===== src/rtl/rempty_fwft_if.sv =====
// Read-side bundle of an async FIFO with a first-word-fall-through output stage.
// slave is the read-pointer/output block; master is the memory plus consumer side.
interface rempty_fwft_if #(
    parameter int depth  = 8,
    parameter int n      = $clog2(depth),
    parameter int dwidth = 8
);
    logic [n:0]        rq2_wptr;
    logic [dwidth-1:0] rdata;
    logic              dout_ready;
    logic [n-1:0]      raddr;
    logic [n:0]        rptr;
    logic              rempty;
    logic [dwidth-1:0] dout;
    logic              dout_valid;
    logic [n:0]        rcount;

    modport slave (
        input  rq2_wptr, rdata, dout_ready,
        output raddr, rptr, rempty, dout, dout_valid, rcount
    );

    modport master (
        output rq2_wptr, rdata, dout_ready,
        input  raddr, rptr, rempty, dout, dout_valid, rcount
    );
endinterface


===== src/rtl/rempty_fwft.sv =====
// Read-domain pointer logic of an async FIFO: synchronizes the Gray write pointer,
// keeps the binary/Gray read pointer and pre-fetches into a FWFT output register.
module rempty_fwft #(
    parameter int depth  = 8,
    parameter int n      = $clog2(depth),
    parameter int dwidth = 8
) (
    input  logic         rclk,
    input  logic         rrst_n,
    rempty_fwft_if.slave bus
);
    logic [n:0]        rbin;
    logic [n:0]        sync0;
    logic [n:0]        sync1;
    logic [n:0]        rptr_int;
    logic [n:0]        wbin_sync;
    logic [dwidth-1:0] dout_q;
    logic              dout_valid_q;
    logic              rempty_int;
    logic              fetch;

    assign rptr_int   = (rbin >> 1) ^ rbin;
    assign rempty_int = (rptr_int == sync1);
    assign fetch      = !rempty_int && (!dout_valid_q || bus.dout_ready);

    // Gray-to-binary: each binary bit is the XOR of all Gray bits at or above it.
    always_comb begin
        wbin_sync = '0;
        for (int i = 0; i <= n; i++) begin
            wbin_sync[i] = ^(sync1 >> i);
        end
    end

    always_ff @(posedge rclk or negedge rrst_n) begin
        if (!rrst_n) begin
            sync0 <= '0;
            sync1 <= '0;
        end else begin
            sync0 <= bus.rq2_wptr;
            sync1 <= sync0;
        end
    end

    // A fetch refills the output register even while its current word is being
    // accepted, so a ready consumer sees one word per cycle.
    always_ff @(posedge rclk or negedge rrst_n) begin
        if (!rrst_n) begin
            rbin         <= '0;
            dout_q       <= '0;
            dout_valid_q <= 1'b0;
        end else if (fetch) begin
            rbin         <= rbin + (n+1)'(1);
            dout_q       <= bus.rdata;
            dout_valid_q <= 1'b1;
        end else if (dout_valid_q && bus.dout_ready) begin
            dout_valid_q <= 1'b0;
        end
    end

    assign bus.raddr      = rbin[n-1:0];
    assign bus.rptr       = rptr_int;
    assign bus.rempty     = rempty_int;
    assign bus.dout       = dout_q;
    assign bus.dout_valid = dout_valid_q;
    assign bus.rcount     = wbin_sync - rbin;
endmodule


===== src/flat_wrapper.sv =====
// flat-port wrapper written by rule: the top's interface ports become plain ports
module rempty_fwft_flat 
#(
    parameter int depth  = 8,
    parameter int n      = $clog2(depth),
    parameter int dwidth = 8
)
  (rclk, rrst_n, bus_rq2_wptr, bus_rdata, bus_dout_ready, bus_raddr, bus_rptr, bus_rempty, bus_dout, bus_dout_valid, bus_rcount);
  rempty_fwft_if #(.depth(depth), .n(n), .dwidth(dwidth)) bus_i ();
  input  logic rclk;
  input  logic rrst_n;
  input wire logic [$bits(bus_i.rq2_wptr)-1:0] bus_rq2_wptr;
  input wire logic [$bits(bus_i.rdata)-1:0] bus_rdata;
  input wire logic [$bits(bus_i.dout_ready)-1:0] bus_dout_ready;
  output wire logic [$bits(bus_i.raddr)-1:0] bus_raddr;
  output wire logic [$bits(bus_i.rptr)-1:0] bus_rptr;
  output wire logic [$bits(bus_i.rempty)-1:0] bus_rempty;
  output wire logic [$bits(bus_i.dout)-1:0] bus_dout;
  output wire logic [$bits(bus_i.dout_valid)-1:0] bus_dout_valid;
  output wire logic [$bits(bus_i.rcount)-1:0] bus_rcount;
  assign bus_i.rq2_wptr = bus_rq2_wptr;
  assign bus_i.rdata = bus_rdata;
  assign bus_i.dout_ready = bus_dout_ready;
  assign bus_raddr = bus_i.raddr;
  assign bus_rptr = bus_i.rptr;
  assign bus_rempty = bus_i.rempty;
  assign bus_dout = bus_i.dout;
  assign bus_dout_valid = bus_i.dout_valid;
  assign bus_rcount = bus_i.rcount;
  rempty_fwft #(.depth(depth), .n(n), .dwidth(dwidth)) u_core (.rclk(rclk), .rrst_n(rrst_n), .bus(bus_i));
endmodule

===== config.mk =====
export PLATFORM = sky130hd
export DESIGN_NAME = rempty_fwft_flat
export DESIGN_NICKNAME = d
export VERILOG_FILES = /design/src/rtl/rempty_fwft_if.sv /design/src/rtl/rempty_fwft.sv /design/src/flat_wrapper.sv
export SDC_FILE = /design/constraint.sdc
export NUM_CORES = 1
export LEC_CHECK = 0
export BUFFER_PORTS_ARGS = -buffer_cell sky130_fd_sc_hd__buf_2
export CORE_UTILIZATION = 35
export CTS_CLUSTER_DIAMETER = 40
export DETAILED_ROUTE_END_ITERATION = 6
export GPL_ROUTABILITY_DRIVEN = 0
export PLACE_DENSITY = 0.71
export SYNTH_ARGS = -nofsm -noshare
export SYNTH_HDL_FRONTEND = slang
export SYNTH_SLANG_ARGS = --single-unit
export TNS_END_PERCENT = 5

===== constraint.sdc =====
create_clock -name rclk -period 2.2 [get_ports rclk]
set_clock_uncertainty 0.05 [all_clocks]
set_input_delay 0.22 -clock rclk [delete_from_list [all_inputs] [get_ports rclk]]
set_output_delay 0.22 -clock rclk [all_outputs]
set_load 0.01 [all_outputs]

# Word-level counts from Yosys, hierarchy flattened

Cells that the tools add are included.

Register bits: 21
Bits of input ports: 15
Output and inout bits: 21
Word-level logic and storage cells: 21

Add/subtract/negate cells: 2
Equality and inequality tests: 1
Mux-type cells: 2
Bitwise logic cells: 1
Reductions and logical operators: 10

Operators with widths:

| kind                                                           | count |
|---|---|
| 4-bit XOR reduction                                            | 4 |
| 4-bit by 1-bit adder with 4-bit output (second input constant) | 1 |
| 4-bit == test                                                  | 1 |
| 4-bit subtractor                                               | 1 |
| 3-bit by 4-bit XOR with 4-bit output                           | 1 |
| 1-bit logical AND                                              | 2 |
| 1-bit zero test                                                | 2 |
| 1-bit 2-to-1 mux                                               | 2 |
| 2-bit nonzero test                                             | 1 |
| 1-bit logical OR                                               | 1 |

# Longest topological paths before layout

Depth in word-level cells: 5
Gate-level depth with buffers: 8
Mapped depth without buffers: 8

# Worst setup path after synthesis

No wires, ideal clock.

Kind: register -> output
Start point: register u_core.sync1[2]
End point: output bus_rcount[2]
Arrival time: 1.783 ns
Required time: 1.930 ns
Path slack: 0.147 ns
Cell stages (with the launch flop): 7
Buffers on the path: 0
Cell sequence: dfrtp_1 -> xor2_1 -> xnor2_1 -> xor2_1 -> ha_1 -> fa_1 -> xnor2_1

Cells in the longest elaborated chain, start to end: 2

RTL lines:

| element                | RTL line           | RTL |
|---|---|---|
| from (decl)            | rempty_fwft.sv:14  | `logic [n:0] sync1;` |
| from (signal assigned) | rempty_fwft.sv:40  | `sync1 <= sync0;` |
| 4-bit XOR reduction    | rempty_fwft.sv:30  | `wbin_sync[i] = ^(sync1 >> i);` |
| 4-bit subtractor (*)   | rempty_fwft.sv:65  | `assign bus.rcount = wbin_sync - rbin;` |
| to (decl)              | flat_wrapper.sv:20 | `output wire logic [$bits(bus_i.rcount)-1:0] bus_rcount;` |

Every way passes the cells marked *; elsewhere a longest branch is shown, timed or not.

# Final worst setup path

Start point: register u_core.sync1[2]
End point: output bus_rcount[3]

Same word-level chain as after synthesis.

==> flow_results.org <==
** GRT
- Summed over all layers, the global routing overflow is 0.
- For met1 alone, demand over resource in global routing was 15.1%.
- Largest net degree at the start of global routing :: 22
- The via count of the first global-routing pass came to 663.
- Initial antenna violation count :: 0
- In the global route stage, met3 resource usage came out at 2.26%.
- GR Util met2 :: 24.2%
- The first global-routing pass estimated 2.68 mm of wire.
- In this run the most used layer during global routing was met2.
- Overall fraction of global-route tracks in use :: 13.1%

** Clocking
- TritonCTS built the clock tree.
- At the later pin of the worst-skew pair, clock insertion delay measures 290 ps.
- After clock tree synthesis, the clock-pin slew on the worst setup and hold paths is 110 ps.
- The tree built by TritonCTS fans out to 21 sinks.
- Max H-tree Level :: 1
- The tree is rooted in a sky130_fd_sc_hd__clkbuf_4.
- Number of buffers on the longest clock path :: 2
- Buffers inserted during clock tree synthesis total 3.

** Drt
- Once detail routing completed, the nets flagged for antenna violations numbered 0.
- Total number of vias :: 645
- In the final routed layout, each cell accounts on average for 11.9 um.
- After detailed routing, the number of remaining DRC violations is 0.
- Number of DRC markers after the initial detailed-route iteration :: 6
- DR pass1 iterations :: 4
- Detailed-route wire length :: 1.69 mm
- In the routed layout, each cell is associated on average with a via count of 4.54.

** Worst setup path
- STA classifies the critical path startpoint as a flip-flop.
- Highest cell delay on the worst timing path :: 430 ps
- Crit path required time :: 1930 ps
- Cells traversed along the worst timing path :: xor2_2, xnor2_2, xor2_1, ha_2, inv_1, a21o_1, a21oi_2, xnor2_1, buf_2
- The setup path with the least slack is of type reg2out.
- CP Capture Type :: primary output
- Maximum fanout along the worst path :: 3
- Endpoint arrival time on the critical path :: 2110 ps
- Worst path slowest cell :: sky130_fd_sc_hd__dfrtp_1

** Outcome
- Violations in the final reports :: negative setup slack
- Run status :: finished with violations

** Pwr
- Summed over all nets, the switching power comes to 0.000714 W.
- Sequential cells burn 33.1% of the power.
- Design internal power :: 0.00110 W
- For this design the static power due to leakage is 0.621 nW.
- Total power :: 0.00182 W
- IR analysis of the VDD net gives a maximum drop of 0.774 mV.
- Part of the power in combinational logic :: 57.1%
- Of the total power, the clock network draws 9.8%.
- Power density over the cells :: 1420 nW/um^2
- Of the total power, the share spent switching nets is 39.3%.

** STA
- Setup repair after global routing missed its margin :: yes
- Max Slew Vio Count :: 0
- The routed design could run at a clock period as short as 2380 ps.
- Worst max-slew margin expressed relative to the limit :: 66.4%
- Summed over all failing endpoints, the final setup total negative slack is -476 ps.
- Setup violations remaining at the end of the flow were counted as 3.
- The final count of hold timing violations is 0.
- Based on the critical path, the design can be clocked at up to 421 MHz.
- Of the available clock period, the critical path in the final layout requires 108%.
- Worst Max-Slew Pin Slew :: 503 ps
- Once routing completed, OpenROAD measured the worst setup slack at -177 ps.

** Yosys
- Of the total synthesized cell area, the portion taken by full adders, half adders and majority gates is 8.68%.
- Top cells by area in the synthesized netlist :: sky130_fd_sc_hd__dfrtp_1 (55%), sky130_fd_sc_hd__mux2_2 (9.5%), sky130_fd_sc_hd__xnor2_1 (7.4%)
- By area, the combinational part of the netlist is dominated by XOR/XNOR gates.
- The synthesized design spends more area on one cell type than any other, namely sky130_fd_sc_hd__dfrtp_1.
- Post-synth top area share :: 55.3%
- Total of flip-flops plus latches after synthesis :: 21
- Yosys printed 0 warnings.
- Counting every instance in the synthesized netlist gives 66.
- Of the synthesized area, sequential elements account for 55.3%.
- Summing the areas of all compound-gate instances in the mapped netlist gives 4.74% of the synthesized area.
- Of the post-synthesis cell area, the part taken by muxes is 9.47%.
- In this run the cell area of the synthesized design comes to 951 sq um.
- The synthesized netlist devotes 4.21% of its cell area to simple gates.
- A synthesized cell averages 14.4 sq um.
- Counting every net in the synthesized netlist gives 87.
- The synthesized netlist contains 19 unique library cells.
- Post-Synth XOR/XNOR Area :: 13.6%

** Layout
- The final layout contains 134 nets.
- The area growth from synthesis to layout is 35.0%.
- Final std cells w/o fill :: 142
- Post-Layout Inst Area :: 1280 sq um
- The number of antenna diodes in the final layout is 0.
- The post-route netlist has 53.6% of its cells at a drive strength greater than 1.

** Hold path
- Worst hold-check path type :: in2reg

** Floorplan
- Measured along the y axis, the die boundary spans 54.1 um.
- The floorplan step set the die width to 54.1 um.
- For this configuration, the core starts out at a cell density of 37.7%.
- Core Region :: 2520 sq um
- Standard-cell rows :: 18
- Num ports :: 36
- The die covers 2930 sq um.

** Place
- After detailed placement, the total cell area comes to 1160 sq um.
- The wire-length estimate of the detail-placed layout is 1.26 mm.
- At the placement stage, the worst setup path has a slack of 38.6 ps.
- Input and output buffers added on the ports amount to 35.
- Counting tap cells, the placed design contains a total of 131 instances.

** Run
- Max cap viols :: 0
==> power by group through the flow <==
stage	Clock, W	Combinational [W]	Sequential (W)
after detailed placement	0	0.000987	0.000608
after CTS	0.000187	0.00102	0.000604
after floorplan	0	0.000618	0.000645
after global placement	0	0.000966	0.000601
final	0.000177	0.00104	0.000602
after global routing	0.000201	0.00115	0.000621
==> per-stage QoR <==
step / hold WS [ps] / utilization [%]
2_1_floorplan: -126 / -
3_3_place_gp: 137 / 46.1
3_5_place_dp: 151 / 46.1
4_1_cts: 90.9 / 50.0
5_1_grt: 94.1 / 50.9
6_report: 99.6 / 50.9
==> routing by layer <==
layer | routed length [um] | part of all wire, % | vias up
li1 | - | - | 305
met1 | 704 | 42 | 309
met2 | 860 | 51 | 31
met3 | 127 | 7.5 | 0
met4 | 0 | 0 | 0
met5 | 0 | 0 | -
==> cell type report <==
cell class	instances	area [sq um]
inverter	6	22.5
tap	30	37.5
clock buffer	4	26.3
timing repair buffer	44	262
sequential	21	526
fill	245	1240
multi-input combinational	37	410
==> synth_stat cells (all sizes together) <==
master,count
xor2,4
nand2b,1
inv,6
o21ai,1
and4,1
mux2,8
buf,1
nand2,2
dfrtp,21
fa,1
nor2b,1
clkbuf,1
ha,5
a21oi,1
xnor3,1
a41oi,1
nand3,1
a21o,1
xnor2,8
==> placed cells by master (no fill, tap or decap) <==
cell type / Yosys / routed
sky130_fd_sc_hd__a21o_1: 1 / 1
sky130_fd_sc_hd__fa_2: 0 / 1
sky130_fd_sc_hd__dfrtp_1: 21 / 21
sky130_fd_sc_hd__inv_1: 6 / 5
sky130_fd_sc_hd__buf_6: 1 / 1
sky130_fd_sc_hd__buf_4: 0 / 4
sky130_fd_sc_hd__xor2_1: 4 / 3
sky130_fd_sc_hd__clkbuf_4: 0 / 3
sky130_fd_sc_hd__buf_2: 0 / 34
sky130_fd_sc_hd__xnor2_2: 0 / 1
sky130_fd_sc_hd__a41oi_4: 1 / 1
sky130_fd_sc_hd__inv_2: 0 / 1
sky130_fd_sc_hd__ha_1: 5 / 4
sky130_fd_sc_hd__nand2b_1: 1 / 1
sky130_fd_sc_hd__clkbuf_1: 0 / 1
sky130_fd_sc_hd__ha_2: 0 / 1
sky130_fd_sc_hd__dlygate4sd3_1: 0 / 5
sky130_fd_sc_hd__mux2_2: 8 / 8
sky130_fd_sc_hd__nand3_2: 1 / 1
sky130_fd_sc_hd__xor2_2: 0 / 1
sky130_fd_sc_hd__and4_2: 1 / 1
sky130_fd_sc_hd__a21oi_2: 0 / 1
sky130_fd_sc_hd__xnor3_2: 1 / 1
sky130_fd_sc_hd__nor2b_1: 1 / 1
sky130_fd_sc_hd__nand2_1: 2 / 2
sky130_fd_sc_hd__o21ai_0: 1 / 1
sky130_fd_sc_hd__xnor2_1: 8 / 7
==> flip-flops by register name, indices dropped and copies added (netlist names) <==
register	cells
u_core.bus.dout	8
u_core.sync1	4
u_core.rbin	4
u_core.sync0	4
u_core.bus.dout_valid	1
==> worst max-delay path, delay by kind of cell (launching register included) <==
family | cells | cell delay [ps]
flops | 1 | 430
buf+inv | 2 | 190
xor+xnor | 4 | 690
fa+ha+maj | 1 | 210
compound gates | 2 | 290
==> logic make-up after synthesis <==
logic type,after synthesis
adders and majority gates,6
xor gates and xnor gates,13
DFF,21
AOI/OAI and AO/OA,4
muxes,8
and+or+nand+nor,6
buffers and inverters,8
==> worst paths after layout <==
check                           startpoint  slack [ps]                 end  depth (start not counted)
max                        u_core.sync1[2]        -180       bus_rcount[3]                          9
min                           bus_rdata[1]         100  u_core.bus.dout[1]                          2
max reg2reg                 u_core.rbin[2]         140  u_core.bus.dout[5]                          3
min reg2reg                u_core.sync0[3]         310     u_core.sync1[3]                          0
max in group asynchronous           rrst_n        1440     u_core.sync0[3]                          2
min in group asynchronous           rrst_n         340  u_core.bus.dout[2]                          2
==> repair_timing <==
item,CTS,global route
endpoints found under the hold margin,25,0
gates resized for setup,3,4
cloned,0,0
hold buffers,5,0
buffers inserted,2,0
setup endpoints to repair,3,5
pin swaps,3,4
Note: power is estimated with default switching activity, not from simulation.
